## config.mk

```make
export PLATFORM = sky130hd
export DESIGN_NAME = dpll_acq_ctrl_flat
export DESIGN_NICKNAME = d
export VERILOG_FILES = /design/src/rtl/dpll_acq_ctrl_if.sv /design/src/rtl/dpll_acq_ctrl.sv /design/src/flat_wrapper.sv
export SDC_FILE = /design/constraint.sdc
export NUM_CORES = 1
export LEC_CHECK = 0
export CORE_MARGIN = 2
export CORE_UTILIZATION = 54
export CTS_CLUSTER_SIZE = 12
export DETAILED_ROUTE_END_ITERATION = 8
export PLACE_DENSITY = 0.92
export SLEW_MARGIN = 20
export SYNTH_ARGS = -nofsm -noshare
export SYNTH_HDL_FRONTEND = slang
export SYNTH_SLANG_ARGS = --single-unit
```

## constraint.sdc

```tcl
create_clock -name clk_ref -period 3.2 [get_ports clk_ref]
set_input_delay 0.64 -clock clk_ref [delete_from_list [all_inputs] [get_ports clk_ref]]
set_output_delay 0.64 -clock clk_ref [all_outputs]
set_load 0.02 [all_outputs]
```

## src/rtl/dpll_acq_ctrl_if.sv

```systemverilog
// Acquisition controller bundle: enable, PD decisions and DCO code in; load, gains and status out.
// Latency: none, wires only.
// Backpressure: none; every signal is driven and sampled on every clk_ref cycle.
interface dpll_acq_ctrl_if #(
    parameter int CODE_W = 13
);
    // Controls and monitors flowing into the sequencer
    logic              enable;
    logic              pd_up;
    logic              pd_dn;
    logic              pd_valid;
    logic [CODE_W-1:0] dco_code;

    // Commands and status flowing out of the sequencer
    logic              dco_load;
    logic [CODE_W-1:0] dco_init;
    logic [2:0]        kp_sel;
    logic [2:0]        ki_sel;
    logic              locked;
    logic              lock_lost;
    logic [2:0]        state;

    // Sequencer side
    modport master (
        input  enable, pd_up, pd_dn, pd_valid, dco_code,
        output dco_load, dco_init, kp_sel, ki_sel, locked, lock_lost, state
    );

    // Loop-filter / DCO side
    modport slave (
        output enable, pd_up, pd_dn, pd_valid, dco_code,
        input  dco_load, dco_init, kp_sel, ki_sel, locked, lock_lost, state
    );
endinterface

```

## src/rtl/dpll_acq_ctrl.sv

```systemverilog
// DPLL acquisition sequencer: preload DCO, coarse->fine gain shift, dither-based lock, re-acquire.
// Latency: every output is registered; a condition seen on one edge shows on the outputs after it.
// Backpressure: none; a PD decision is consumed whenever pd_valid is high with exactly one sign.
module dpll_acq_ctrl #(
    parameter int                CODE_W     = 13,
    parameter logic [CODE_W-1:0] INIT_CODE  = 13'h1000,
    parameter int                COARSE_CYC = 256,
    parameter int                LOCK_CNT   = 1024,
    parameter int                MAX_RUN    = 4,
    parameter int                UNLOCK_RUN = 16,
    parameter logic [2:0]        KP_COARSE  = 3'd6,
    parameter logic [2:0]        KI_COARSE  = 3'd5,
    parameter logic [2:0]        KP_FINE    = 3'd3,
    parameter logic [2:0]        KI_FINE    = 3'd1
) (
    input  logic            clk_ref,
    input  logic            reset,
    dpll_acq_ctrl_if.master io
);

    typedef enum logic [2:0] {
        IDLE   = 3'd0,
        LOAD   = 3'd1,
        COARSE = 3'd2,
        FINE   = 3'd3,
        LOCKED = 3'd4
    } state_t;

    // Timer only has to reach COARSE_CYC-1 before the state moves on
    localparam int TMR_W = (COARSE_CYC > 1) ? $clog2(COARSE_CYC) : 1;
    localparam int RUN_W = 5;

    localparam logic [TMR_W-1:0] TMR_LAST   = TMR_W'(COARSE_CYC - 1);
    localparam logic [RUN_W-1:0] RUN_SAT    = '1;
    localparam logic [RUN_W-1:0] MAX_RUN_L  = RUN_W'(MAX_RUN);
    localparam logic [RUN_W-1:0] UNLOCK_L   = RUN_W'(UNLOCK_RUN);
    localparam logic [16:0]      LOCK_TGT   = 17'(LOCK_CNT);

    state_t            cur_state;
    logic [TMR_W-1:0]  timer;
    logic [RUN_W-1:0]  run_len;
    logic              last_sign;
    logic [15:0]       lock_cnt;

    logic              dco_load_r;
    logic [CODE_W-1:0] dco_init_r;
    logic [2:0]        kp_r;
    logic [2:0]        ki_r;
    logic              locked_r;
    logic              lock_lost_r;

    logic              decision;
    logic              sign;
    logic              sat;
    logic [RUN_W-1:0]  run_next;
    logic [16:0]       lock_next;

    // Decode the PD decision, DCO rail detection and the run length this decision would give
    always_comb begin
        decision  = io.pd_valid & (io.pd_up ^ io.pd_dn);
        sign      = io.pd_up;
        sat       = (~|io.dco_code) | (&io.dco_code);
        run_next  = run_len;
        if (decision) begin
            // run_len==0 means no decision seen since the last clear, so this one starts a run
            if ((run_len == '0) || (sign != last_sign)) begin
                run_next = RUN_W'(1);
            end else if (run_len != RUN_SAT) begin
                run_next = run_len + 1'b1;
            end
        end
        lock_next = {1'b0, lock_cnt} + 17'd1;
    end

    // Sequencer FSM with all outputs registered alongside the state
    always_ff @(posedge clk_ref) begin
        if (reset || !io.enable) begin
            cur_state   <= IDLE;
            timer       <= '0;
            run_len     <= '0;
            last_sign   <= 1'b0;
            lock_cnt    <= '0;
            dco_load_r  <= 1'b0;
            dco_init_r  <= INIT_CODE;
            kp_r        <= KP_COARSE;
            ki_r        <= KI_COARSE;
            locked_r    <= 1'b0;
            lock_lost_r <= 1'b0;
        end else begin
            dco_load_r  <= 1'b0;
            lock_lost_r <= 1'b0;
            dco_init_r  <= INIT_CODE;
            case (cur_state)
                IDLE: begin
                    cur_state  <= LOAD;
                    dco_load_r <= 1'b1;
                end

                LOAD: begin
                    cur_state <= COARSE;
                    timer     <= '0;
                    run_len   <= '0;
                    kp_r      <= KP_COARSE;
                    ki_r      <= KI_COARSE;
                end

                COARSE: begin
                    if (timer == TMR_LAST) begin
                        cur_state <= FINE;
                        run_len   <= '0;
                        lock_cnt  <= '0;
                        kp_r      <= KP_FINE;
                        ki_r      <= KI_FINE;
                    end else begin
                        timer <= timer + 1'b1;
                    end
                end

                FINE, LOCKED: begin
                    if (sat) begin
                        // DCO pinned at a rail: re-centre it; this is not a lock loss
                        cur_state  <= LOAD;
                        dco_load_r <= 1'b1;
                        locked_r   <= 1'b0;
                        run_len    <= '0;
                        lock_cnt   <= '0;
                        kp_r       <= KP_COARSE;
                        ki_r       <= KI_COARSE;
                    end else if (decision) begin
                        run_len   <= run_next;
                        last_sign <= sign;
                        if (cur_state == FINE) begin
                            // A long same-sign run means we are still slewing: restart qualification
                            if (run_next > MAX_RUN_L) begin
                                lock_cnt <= '0;
                            end else if (lock_next == LOCK_TGT) begin
                                cur_state <= LOCKED;
                                locked_r  <= 1'b1;
                                lock_cnt  <= '0;
                            end else begin
                                lock_cnt <= lock_next[15:0];
                            end
                        end else if (run_next >= UNLOCK_L) begin
                            // Phase walked off: redo coarse slewing around the current code
                            cur_state   <= COARSE;
                            lock_lost_r <= 1'b1;
                            locked_r    <= 1'b0;
                            timer       <= '0;
                            run_len     <= '0;
                            kp_r        <= KP_COARSE;
                            ki_r        <= KI_COARSE;
                        end
                    end
                end

                default: begin
                    cur_state <= IDLE;
                end
            endcase
        end
    end

    assign io.dco_load  = dco_load_r;
    assign io.dco_init  = dco_init_r;
    assign io.kp_sel    = kp_r;
    assign io.ki_sel    = ki_r;
    assign io.locked    = locked_r;
    assign io.lock_lost = lock_lost_r;
    assign io.state     = cur_state;

    // The load pulse, lock flag and loss pulse are only ever seen in their own states
    a_load_in_load : assert property (@(posedge clk_ref) disable iff (reset)
        dco_load_r |-> (cur_state == LOAD));
    a_locked_state : assert property (@(posedge clk_ref) disable iff (reset)
        locked_r == (cur_state == LOCKED));
    a_lost_coarse  : assert property (@(posedge clk_ref) disable iff (reset)
        lock_lost_r |-> (cur_state == COARSE));

endmodule

```

## src/flat_wrapper.sv

```systemverilog
// flat-port wrapper written by rule: the top's interface ports become plain ports
module dpll_acq_ctrl_flat 
#(
    parameter int                CODE_W     = 13,
    parameter logic [CODE_W-1:0] INIT_CODE  = 13'h1000,
    parameter int                COARSE_CYC = 256,
    parameter int                LOCK_CNT   = 1024,
    parameter int                MAX_RUN    = 4,
    parameter int                UNLOCK_RUN = 16,
    parameter logic [2:0]        KP_COARSE  = 3'd6,
    parameter logic [2:0]        KI_COARSE  = 3'd5,
    parameter logic [2:0]        KP_FINE    = 3'd3,
    parameter logic [2:0]        KI_FINE    = 3'd1
)
  (clk_ref, reset, io_enable, io_pd_up, io_pd_dn, io_pd_valid, io_dco_code, io_dco_load, io_dco_init, io_kp_sel, io_ki_sel, io_locked, io_lock_lost, io_state);
  dpll_acq_ctrl_if #(.CODE_W(CODE_W)) io_i ();
  input  logic clk_ref;
  input  logic reset;
  input wire logic [$bits(io_i.enable)-1:0] io_enable;
  input wire logic [$bits(io_i.pd_up)-1:0] io_pd_up;
  input wire logic [$bits(io_i.pd_dn)-1:0] io_pd_dn;
  input wire logic [$bits(io_i.pd_valid)-1:0] io_pd_valid;
  input wire logic [$bits(io_i.dco_code)-1:0] io_dco_code;
  output wire logic [$bits(io_i.dco_load)-1:0] io_dco_load;
  output wire logic [$bits(io_i.dco_init)-1:0] io_dco_init;
  output wire logic [$bits(io_i.kp_sel)-1:0] io_kp_sel;
  output wire logic [$bits(io_i.ki_sel)-1:0] io_ki_sel;
  output wire logic [$bits(io_i.locked)-1:0] io_locked;
  output wire logic [$bits(io_i.lock_lost)-1:0] io_lock_lost;
  output wire logic [$bits(io_i.state)-1:0] io_state;
  assign io_i.enable = io_enable;
  assign io_i.pd_up = io_pd_up;
  assign io_i.pd_dn = io_pd_dn;
  assign io_i.pd_valid = io_pd_valid;
  assign io_i.dco_code = io_dco_code;
  assign io_dco_load = io_i.dco_load;
  assign io_dco_init = io_i.dco_init;
  assign io_kp_sel = io_i.kp_sel;
  assign io_ki_sel = io_i.ki_sel;
  assign io_locked = io_i.locked;
  assign io_lock_lost = io_i.lock_lost;
  assign io_state = io_i.state;
  dpll_acq_ctrl #(.CODE_W(CODE_W), .INIT_CODE(INIT_CODE), .COARSE_CYC(COARSE_CYC), .LOCK_CNT(LOCK_CNT), .MAX_RUN(MAX_RUN), .UNLOCK_RUN(UNLOCK_RUN), .KP_COARSE(KP_COARSE), .KI_COARSE(KI_COARSE), .KP_FINE(KP_FINE), .KI_FINE(KI_FINE)) u_core (.clk_ref(clk_ref), .reset(reset), .io(io_i));
endmodule
```

==> flow_metrics.env, run 1 <==
export IMPL_cts_sinks=38
export IMPL_vias=2663
export IMPL_clk_latency_ps=300
export IMPL_timing_rr_start="u_core.lock_cnt[0]"
export IMPL_first_global_vias=2392
export IMPL_hold_buffers=0
export IMPL_synth_top_area_cell="dfxtp_1"
export IMPL_syn_area_um2=2639
export IMPL_floorplan_initialDensity_pct=55.87
export IMPL_cts_setup_buffers=0
export IMPL_n_antenna_cell=0
export IMPL_synthAdderAreaFrac_pct=1.897
export IMPL_clk_pin_slew_ps=70
export IMPL_gp_congestion=0.9352
export IMPL_antenna_left=0
export IMPL_cts_htree_levels=2
export IMPL_worst_pin_slew_ps=648.0
export IMPL_min_period_ps=2908
export IMPL_io_pins=44
export IMPL_synth_xor_area_share_pct=3.936
export IMPL_cpLargestDelayFamily="simple AND/OR/NAND/NOR gates"
export IMPL_die_x_um=73.91
export IMPL_cts_root_buf="clkbuf_8"
export IMPL_overflow=0
export IMPL_synth_cell_types=66
export IMPL_clockBufferDepth=2
export IMPL_swShare_pct=28.60
export IMPL_hold_viol=0
export IMPL_worstPathArrival_ps=3140
export IMPL_drt_pass1_iterations=5
export IMPL_outcome="complete, no violations"
export IMPL_timing_rr_end="u_core.io.state[2]"
export IMPL_routedWlPerCell_um=14.32
export IMPL_grt_max_degree=19
export IMPL_clock_skew_ps=11.96
export IMPL_synth_avg_cell_area_um2=7.716
export IMPL_whs_path_depth=2
export IMPL_power_leakage_uw=0.001056
export IMPL_ys_seq_elements=38
export IMPL_crit_top_cell="a21oi_1"
export IMPL_routed_via_density=6.052
export IMPL_drv_slew=0
export IMPL_powerDensity_nw_per_um2=336.7
export IMPL_max_slew_margin_pct=56.35
export IMPL_p_int_uw=722.8
export IMPL_cts_inserted_buffers=5
export IMPL_cp_start_kind="primary input"
export IMPL_synthToLayoutAreaGrowth_pct=13.94
export IMPL_synth_compound_area_share_pct=21.38
export IMPL_hold_start="u_core.io.kp_sel[0]"
export IMPL_synth_edf_count=0
export IMPL_track_usage_pct=24.29
export IMPL_path_buf_inv=1
export IMPL_yosys_warnings=0
export IMPL_layout_drive_gt1_share_pct=10.99
export IMPL_placedInstanceArea_um2=2915
export IMPL_met3_usage_pct=5.487
export IMPL_synthCells=342
export IMPL_busiest_layer="met2"
export IMPL_antenna_found_initial=0
export IMPL_finalWorstSetupSlack_ps=292.2
export IMPL_fin_area_um2=3007
export IMPL_switchingPower_uw=289.5
export IMPL_crit_type="primary input to register"
export IMPL_drt_iter0_markers=199
export IMPL_hold_path_class="register to register"
export IMPL_gr_usage_met1_pct=31.08
export IMPL_final_util_pct=63.66
export IMPL_power_frac_clock_pct=34.5
export IMPL_crit_path_end_kind="register"
export IMPL_synthTopCellsByArea="dfxtp_1 29%, nor2_1 5.4%, a21oi_1 4.9%"
export IMPL_die_y_um=73.91
export IMPL_cts_tree="done"
export IMPL_synth_top_family_by_area="simple AND/OR/NAND/NOR gates"
export IMPL_yosysSeqAreaShare_pct=28.83
export IMPL_cp_slowest_stage_delay_ps=560
export IMPL_synth_top_area_share_pct=28.83
export IMPL_preCtsSetupSlack_ps=14.37
export IMPL_reg2regPathDepth=8
export IMPL_cp_data_required_time_ps=3430
export IMPL_synth_simple_area_share_pct=31.96
export IMPL_whs_endpoint="u_core.io.kp_sel[0]"
export IMPL_muxShareOfSynthArea_pct=1.517
export IMPL_grt_pass1_wl_um=10550
export IMPL_grtUsageMet2_pct=39.78
export IMPL_setup_tns_final_ps=0
export IMPL_peakVddDrop_mv=0.2214
export IMPL_dieArea_um2=5462
export IMPL_seqPwrFrac_pct=48.1
export IMPL_setup_viol=0
export IMPL_post_dp_hpwl_um=4581
export IMPL_combPwrFrac_pct=17.3
export IMPL_slowest_stage="clkdlybuf4s50_1"
export IMPL_cts_resized=0
export IMPL_rows=25
export IMPL_drv_cap=0
export IMPL_crit_path_cell_trace="clkdlybuf4s50_1 > xor2_1 > or2_2 > a21oi_1 > a2111o_1 > nor2_2 > nand3b_1 > a21oi_1"
export IMPL_crit_path_max_fanout=10
export IMPL_final_nets=395
export IMPL_ff2ff_setup_slack_ps=460
export IMPL_rsz0062_at_grt="false"
export IMPL_max_clock_freq_ghz=0.3439
export IMPL_synthArstFlopShare_pct=0
export IMPL_path_depth=8
export IMPL_core_area_um2=4723
export IMPL_period_share_pct=90.87
export IMPL_ys_flop_type="dfxtp_1"
export IMPL_drcViolationCount=0
export IMPL_io_buffers=27
export IMPL_wl_um=6300
[worst register-to-register path, stage by stage (launching register included)]
cell       delay, ps
dfxtp_1          390
ha_1             270
nand4_1          200
nor4_2           410
nand3_1          150
a2111oi_2        450
nand2_1          190
a41o_1           320
a221oi_1         260
[cells in the final DEF (no fill, tap or decap), types with 2 or more instances in the layout]
cell type        Yosys  routed
nor2_1              38      38
dfxtp_1             38      38
nand2_1             28      28
clkdlybuf4s50_1      0      27
a21oi_1             26      26
nand3_1             23      23
o21ai_0             20      20
conb_1               2      16
buf_4               17      14
nand4_1             11      11
inv_1                9       9
nor3_1               9       9
xor2_1               8       8
nor4_1               6       6
or4_1                6       6
clkbuf_8             3       6
a31oi_1              5       5
and3_1               5       5
and2_1               5       5
nand3b_1             5       5
o2111ai_1            5       5
nor2b_1              4       4
mux2i_1              4       4
ha_1                 4       4
nand4b_1             3       3
o21a_1               3       3
a311o_2              2       2
o211ai_1             2       2
xnor2_1              2       2
and2b_2              2       2
a211oi_1             2       2
o22ai_1              2       2
o31ai_1              2       2
[cells in the mapped netlist, drive strengths merged (3+ instances only)]
master / number
nand2: 28
and2: 6
nor3: 9
o21ai: 21
ha: 4
o211ai: 3
inv: 9
or4: 6
and3: 5
nor4: 7
a21oi: 26
nor2: 39
o21a: 3
buf: 21
mux2i: 4
nand4: 11
nor2b: 4
nand3b: 5
clkbuf: 10
nand3: 24
o2111ai: 5
a31oi: 5
dfxtp: 38
nand4b: 3
xor2: 9
[state kept, by name, indices dropped and copies added (netlist names)]
name and cells:
u_core.io.state 3, u_core.io.lock_lost 1, u_core.lock_cnt 16, u_core.run_len 5
u_core.io.kp_sel 1, u_core.timer 8, u_core.io.ki_sel 1, u_core.last_sign 1
u_core.io.dco_load 1, u_core.io.locked 1
[layout make-up]
| class | count | area [um^2] |
|---|---|---|
| clock buffer | 7 | 86.33 |
| clock inverter | 1 | 5.005 |
| fill | 406 | 1717 |
| inverter | 9 | 33.78 |
| multi-input combinational | 277 | 1662 |
| sequential | 38 | 760.7 |
| tap | 67 | 83.83 |
| timing repair buffer | 41 | 375.4 |
[layer usage]
layer | wire, um | share of wire, % | up-vias
met2 | 3067 | 49 | 109
met1 | 2723 | 43 | 1255
met5 | 0 | 0 | -
met3 | 427 | 6.8 | 8
met4 | 81 | 1.3 | 0
li1 | - | - | 1291
[metrics by stage]
stage          hold slack (ps)  power (uW)  instances
2_1_floorplan            454.9       621.4        356
3_3_place_gp             457.4       664.9        432
3_5_place_dp             473.0       669.6        432
4_1_cts                  478.6        1014        440
5_1_grt                  507.8        1051        440
6_report                 473.0        1012        440
[how the worst max path moves through the flow]
stage,startpoint,end,slack (ps)
after CTS,io_pd_up,u_core.lock_cnt[1],320
after global placement,io_pd_up,u_core.lock_cnt[11],120
after global routing,io_pd_up,u_core.lock_cnt[5],130
after floorplan,io_dco_code[7],u_core.lock_cnt[10],640
after detailed placement,io_pd_up,u_core.lock_cnt[10],10
final,io_pd_up,u_core.lock_cnt[1],290
[cell families (layout without fill, tap and decap cells)]
logic type	after synthesis	in the layout
buf+inv	41	58
mux	4	4
fa+ha+maj	4	4
compound gates	84	84
other cells	2	16
xor+xnor	11	11
flops	38	38
simple gates	158	158
[power by group through the flow]
stage | logic [uW] | registers (uW) | clock network [uW]
after detailed placement | 172 | 498 | 0
final | 175 | 487 | 350
after global placement | 167 | 498 | 0
after global routing | 191 | 488 | 372
after CTS | 173 | 487 | 354
after floorplan | 122 | 500 | 0
Note: power is estimated with default switching activity, not from simulation.
==> run 2: changes to the inputs <==
- CAP_MARGIN: unset -> 10
==> results of run 2 <==
No change in the layout: final DEF, timing and power equal those of run 1.
==> patch 1 (config.mk and constraints of run 1) <==
`CODE_W` is set to 13 in 3 places; all go to 15.
--- a/src/rtl/dpll_acq_ctrl_if.sv
+++ b/src/rtl/dpll_acq_ctrl_if.sv
@@ -2,7 +2,7 @@
 // Latency: none, wires only.
 // Backpressure: none; every signal is driven and sampled on every clk_ref cycle.
 interface dpll_acq_ctrl_if #(
-    parameter int CODE_W = 13
+    parameter int CODE_W = 15
 );
     // Controls and monitors flowing into the sequencer
     logic              enable;
--- a/src/rtl/dpll_acq_ctrl.sv
+++ b/src/rtl/dpll_acq_ctrl.sv
@@ -2,7 +2,7 @@
 // Latency: every output is registered; a condition seen on one edge shows on the outputs after it.
 // Backpressure: none; a PD decision is consumed whenever pd_valid is high with exactly one sign.
 module dpll_acq_ctrl #(
-    parameter int                CODE_W     = 13,
+    parameter int                CODE_W     = 15,
     parameter logic [CODE_W-1:0] INIT_CODE  = 13'h1000,
     parameter int                COARSE_CYC = 256,
     parameter int                LOCK_CNT   = 1024,
--- a/src/flat_wrapper.sv
+++ b/src/flat_wrapper.sv
@@ -1,7 +1,7 @@
 // flat-port wrapper written by rule: the top's interface ports become plain ports
 module dpll_acq_ctrl_flat 
 #(
-    parameter int                CODE_W     = 13,
+    parameter int                CODE_W     = 15,
     parameter logic [CODE_W-1:0] INIT_CODE  = 13'h1000,
     parameter int                COARSE_CYC = 256,
     parameter int                LOCK_CNT   = 1024,
Ports: changed (resized io_dco_code and io_dco_init); port bits go from 44 to 48. No check against the original RTL was run, so the function may have changed too.
==> patch 1 against run 1 <==
Area after synthesis increased by 1.6%; via count decreased by 1.8%; sequential cell count stayed put; critical path depth shrank 1; register-to-register slack got worse by 0.04 ns; wire length rose by 2.1%; total power is 8.4% lower; setup slack improved by 0.0062 ns; first-iteration DRC count decreased by 14%; design area rose by 0.67%.
==> patch 1: results (changes against run 1) <==
Result of the run - completed
Worst-case vdd ir drop - 0.324 mV (+46%)
Dpl cell area - 0.00295 sq mm (+1.1%)
Number of resized instances in the post-cts repair step - 0 (unchanged)
Worst clock skew on the final layout - 0.00442 ns (-0.00755 ns)
XOR/XNOR share of the synthesized area - 0.0289 (-0.0104)
Post-detailed-routing wire length - 6.43 mm (+2.1%)
Fraction of the yosys area taken by sequential cells - 0.284 (-0.00457)
Detail Route met3 WL - 422 um (-1.2%)
Cells after DPL - 422 (-2.3%)
Detailed-routed wire length on met2 - 3.17 mm (+3.2%)
Vias in the first global route - 2385 (-0.29%)
Hold wc startpoint - u_core.timer[4]
Minimum setup slack among reg-to-reg paths - 0.42 ns (-0.04 ns)
Max incr delay on CP - 0.52 ns (-0.04 ns)
Endpoint of the worst register-to-register path - u_core.lock_cnt[10]
Number of buffer cells added on primary ports - 29 (+7.4%)
Minimum hold slack - 0.489 ns (+0.0158 ns)
Class of the worst hold path - register to register
Gpl congestion - 0.848 (-9.3%)
Proportion of total power due to net switching - 0.274 (-0.0122)
GRT Total Usage - 0.255 (+0.0125)
Endpoint of the worst hold-timing path - u_core.timer[4]
Total routed wire length on the met1 layer - 2.75 mm (+1.0%)
Net count reported at finish - 387 (-2.0%)
HPWL Detailed - 4.69 mm (+2.3%)
Minimum setup slack in the final design - 0.298 ns (+0.00617 ns)
Commonest cells in the netlist - sky130_fd_sc_hd__dfxtp_1, sky130_fd_sc_hd__nor2_1, sky130_fd_sc_hd__nand2_1, sky130_fd_sc_hd__a21oi_1, sky130_fd_sc_hd__buf_4
Transition time at the pin with the least slew margin - 0.658 ns (+0.00959 ns)
Violation count after the first detailed-route iteration - 172 (-14%)
Via-per-instance ratio - 6.09 (+0.68%)
Via count - 2614 (-1.8%)
Adder and majority gate portion of the synthesized area - 0.0187 (-0.000301)
Share of the synthesized area in compound gates (AO/OA/AOI/OAI) - 0.207 (-0.00666)
Number of iterations in the first detailed-routing pass - 4 (-1)
Worst reg-to-reg path cell count - 7 (-1)
Instance count of the mapped netlist - 336 (-1.8%)
Pwr dens - 306 mW/mm^2 (-9.0%)
First-pass GRT wire length - 11.0 mm (+4.5%)
Layout cell share with drive strength beyond 1 - 0.0912 (-0.0188)
Crit path max fanout - 7 (-3)
## patch 1: area by class of cell
class                           instances  area [sq um]
Clock inverter                          1          7.51
Timing Repair Buffer                   36           343
Fill cell                             412          1730
Multi-Input combinational cell        276          1740
Tap cell                               67          83.8
Sequential cell                        38           761
Clock buffer                            6          72.6
Inverter                                5          18.8
## patch 1: worst register-to-register path: cells and delay by family (launching register included)
family             cells  cell delay (ns)
AOI/OAI and AO/OA      3             0.67
and+or+nand+nor        4             1.55
DFF                    1             0.44
## patch 1: logic make-up after synthesis
| group | Yosys count |
|---|---|
| AO/OA/AOI/OAI | 77 |
| XOR/XNOR | 8 |
| adder cells (fa/ha/maj) | 4 |
| buffers and inverters | 38 |
| flip-flops | 38 |
| multiplexers | 3 |
| other | 2 |
| AND/OR/NAND/NOR | 166 |
## patch 1: routing by layer
metal  global-route usage  vias to the layer above
li1                     -                     1278
met1                0.332                     1215
met2                0.425                      109
met3               0.0488                       12
met4               0.0873                        0
met5                    0                        -
==> patch 2 (flow settings as in run 1) <==
Made on the original files. `LOCK_CNT` is set to 1024 in 2 places; all go to 768.
--- a/src/rtl/dpll_acq_ctrl.sv
+++ b/src/rtl/dpll_acq_ctrl.sv
@@ -5,7 +5,7 @@
     parameter int                CODE_W     = 13,
     parameter logic [CODE_W-1:0] INIT_CODE  = 13'h1000,
     parameter int                COARSE_CYC = 256,
-    parameter int                LOCK_CNT   = 1024,
+    parameter int                LOCK_CNT   = 768,
     parameter int                MAX_RUN    = 4,
     parameter int                UNLOCK_RUN = 16,
     parameter logic [2:0]        KP_COARSE  = 3'd6,
--- a/src/flat_wrapper.sv
+++ b/src/flat_wrapper.sv
@@ -4,7 +4,7 @@
     parameter int                CODE_W     = 13,
     parameter logic [CODE_W-1:0] INIT_CODE  = 13'h1000,
     parameter int                COARSE_CYC = 256,
-    parameter int                LOCK_CNT   = 1024,
+    parameter int                LOCK_CNT   = 768,
     parameter int                MAX_RUN    = 4,
     parameter int                UNLOCK_RUN = 16,
     parameter logic [2:0]        KP_COARSE  = 3'd6,
Check against the original RTL: no difference found for any inputs over 10 cycles, from zero or initial values; that may be too few to reach the edited logic, so the function may still have changed.
==> patch 2 against run 1 <==
First-iteration DRC count up 57%; sequential cell count unchanged; register-to-register slack worse by 0.04 ns; die area up 7.3%; total power up 0.28%; design area up 7.7%; setup slack better by 0.063 ns; wire length up 15%; utilization down 0.28 points; area after synthesis up 7.7%; via count up 9.9%; highest routed layer unchanged.
==> patch 2: results (changes against run 1) <==
Result of the run - completed
Post-detailed-routing wire length - 7.28 mm (+15%)
Worst skew pair latency - 0.30 ns (about the same)
R2r startpoint - u_core.lock_cnt[3]
Static power due to leakage - 1.08 nW (+2.0%)
Transition time at the pin with the least slew margin - 0.777 ns (+0.129 ns)
Endpoint of the worst hold-timing path - u_core.io.kp_sel[0]
Crit path max fanout - 6 (-4)
Max incr delay on CP - 0.66 ns (+0.10 ns)
Cells after DPL - 452 (+4.6%)
First-pass GRT wire length - 12.3 mm (+17%)
Avg Inst Size Synth - 7.83 sq um (+1.5%)
Worst-case vdd ir drop - 0.162 mV (-27%)
Wirelength per Cell - 15.8 um (+10%)
Max Root-Sink Buffers - 2 (unchanged)
Worst setup timing slack at the placement stage - 0.0669 ns (+0.0525 ns)
XOR/XNOR share of the synthesized area - 0.0207 (-0.0187)
Share of the synthesized area in compound gates (AO/OA/AOI/OAI) - 0.246 (+0.0326)
Fraction of the yosys area taken by sequential cells - 0.268 (-0.0207)
Unique cell type count in the Yosys netlist - 69 (+4.5%)
Top post-synthesis cells by area - sky130_fd_sc_hd__dfxtp_1, sky130_fd_sc_hd__nand2_1, sky130_fd_sc_hd__buf_4, sky130_fd_sc_hd__nor2_1, sky130_fd_sc_hd__nand4_1
CTS Root Buffer Type - sky130_fd_sc_hd__clkbuf_8
Switching power total - 0.259 mW (-10%)
Worst clock skew on the final layout - 0.00795 ns (-0.00402 ns)
Clk slew on worst S/H paths - 0.08 ns
Count of synthesis-stage warnings from yosys - 0 (unchanged)
Minimum hold slack - 0.487 ns (+0.0139 ns)
Slowest cell on crit path - sky130_fd_sc_hd__nor3_1
Crit path DAT - 3.04 ns (-0.10 ns)
GRT Total Usage - 0.249 (+0.00625)
Gpl congestion - 0.962 (+2.9%)
Via-per-instance ratio - 6.36 (+5.1%)
Worst reg-to-reg path cell count - 6 (-2)
Vias in the first global route - 2773 (+16%)
Post-CTS Setup Bufs - 0 (unchanged)
Adder and majority gate portion of the synthesized area - 0.0176 (-0.00136)
Endpoint of the worst register-to-register path - u_core.io.locked
Net count reported at finish - 412 (+4.3%)
HPWL Detailed - 5.33 mm (+16%)
Layout cell share with drive strength beyond 1 - 0.103 (-0.00736)
Multiplexer area fraction after synthesis - 0.0290 (+0.0139)
Violation count after the first detailed-route iteration - 312 (+57%)
Minimum setup slack among reg-to-reg paths - 0.42 ns (-0.04 ns)
Pin count of the biggest net entering global routing - 25 (+6)
Dpl cell area - 0.00312 sq mm (+7.1%)
Commonest cells in the netlist - sky130_fd_sc_hd__dfxtp_1, sky130_fd_sc_hd__nand2_1, sky130_fd_sc_hd__nor2_1, sky130_fd_sc_hd__a21oi_1, sky130_fd_sc_hd__buf_4
## patch 2: changes by cell type after synthesis, moves of 4 or more
cell                      change
sky130_fd_sc_hd__a21oi_1      -9
sky130_fd_sc_hd__nand4_1      +4
sky130_fd_sc_hd__and3_1       +8
sky130_fd_sc_hd__nand3_1      -7
sky130_fd_sc_hd__o21ai_0      -6
sky130_fd_sc_hd__a22oi_1      +5
sky130_fd_sc_hd__o22ai_1      +4
sky130_fd_sc_hd__a41oi_1      +5
sky130_fd_sc_hd__xor2_1       -8
sky130_fd_sc_hd__and4_1       +5
sky130_fd_sc_hd__inv_1        +6
sky130_fd_sc_hd__nor2_1      -12
sky130_fd_sc_hd__nand2_1      +9
## patch 2: area by class of cell
cell class              count  area (sq um)
clock buffers               6          72.6
flip-flops and latches     38           761
repair buffers             38           353
fillers                   428          1870
inverters                  16          60.1
well taps                  70          87.6
clock inverters             2          37.5
multi-input cells         290          1870
## patch 2: worst max-delay path by stage
stage,from,to,slack [ns]
after floorplan,io_dco_code[11],u_core.run_len[1],0.79
after global placement,io_dco_code[11],u_core.run_len[1],0.22
after detailed placement,io_pd_up,u_core.io.ki_sel[2],0.07
after CTS,io_pd_up,u_core.io.ki_sel[2],0.40
after global routing,io_pd_up,u_core.io.ki_sel[2],0.21
final,io_pd_up,u_core.io.ki_sel[2],0.36
## patch 2: power by group through the flow
stage | registers (mW) | logic [mW] | clock network (mW)
final | 0.479 | 0.124 | 0.412
after floorplan | 0.490 | 0.0875 | 0
after detailed placement | 0.490 | 0.121 | 0
after global routing | 0.480 | 0.134 | 0.431
after global placement | 0.490 | 0.118 | 0
after CTS | 0.479 | 0.122 | 0.416
## patch 2: metal layers
metal	part of all wire	global-route usage
met1	0.41	0.303
met2	0.49	0.425
met3	0.082	0.0474
met4	0.025	0.115
met5	0	0
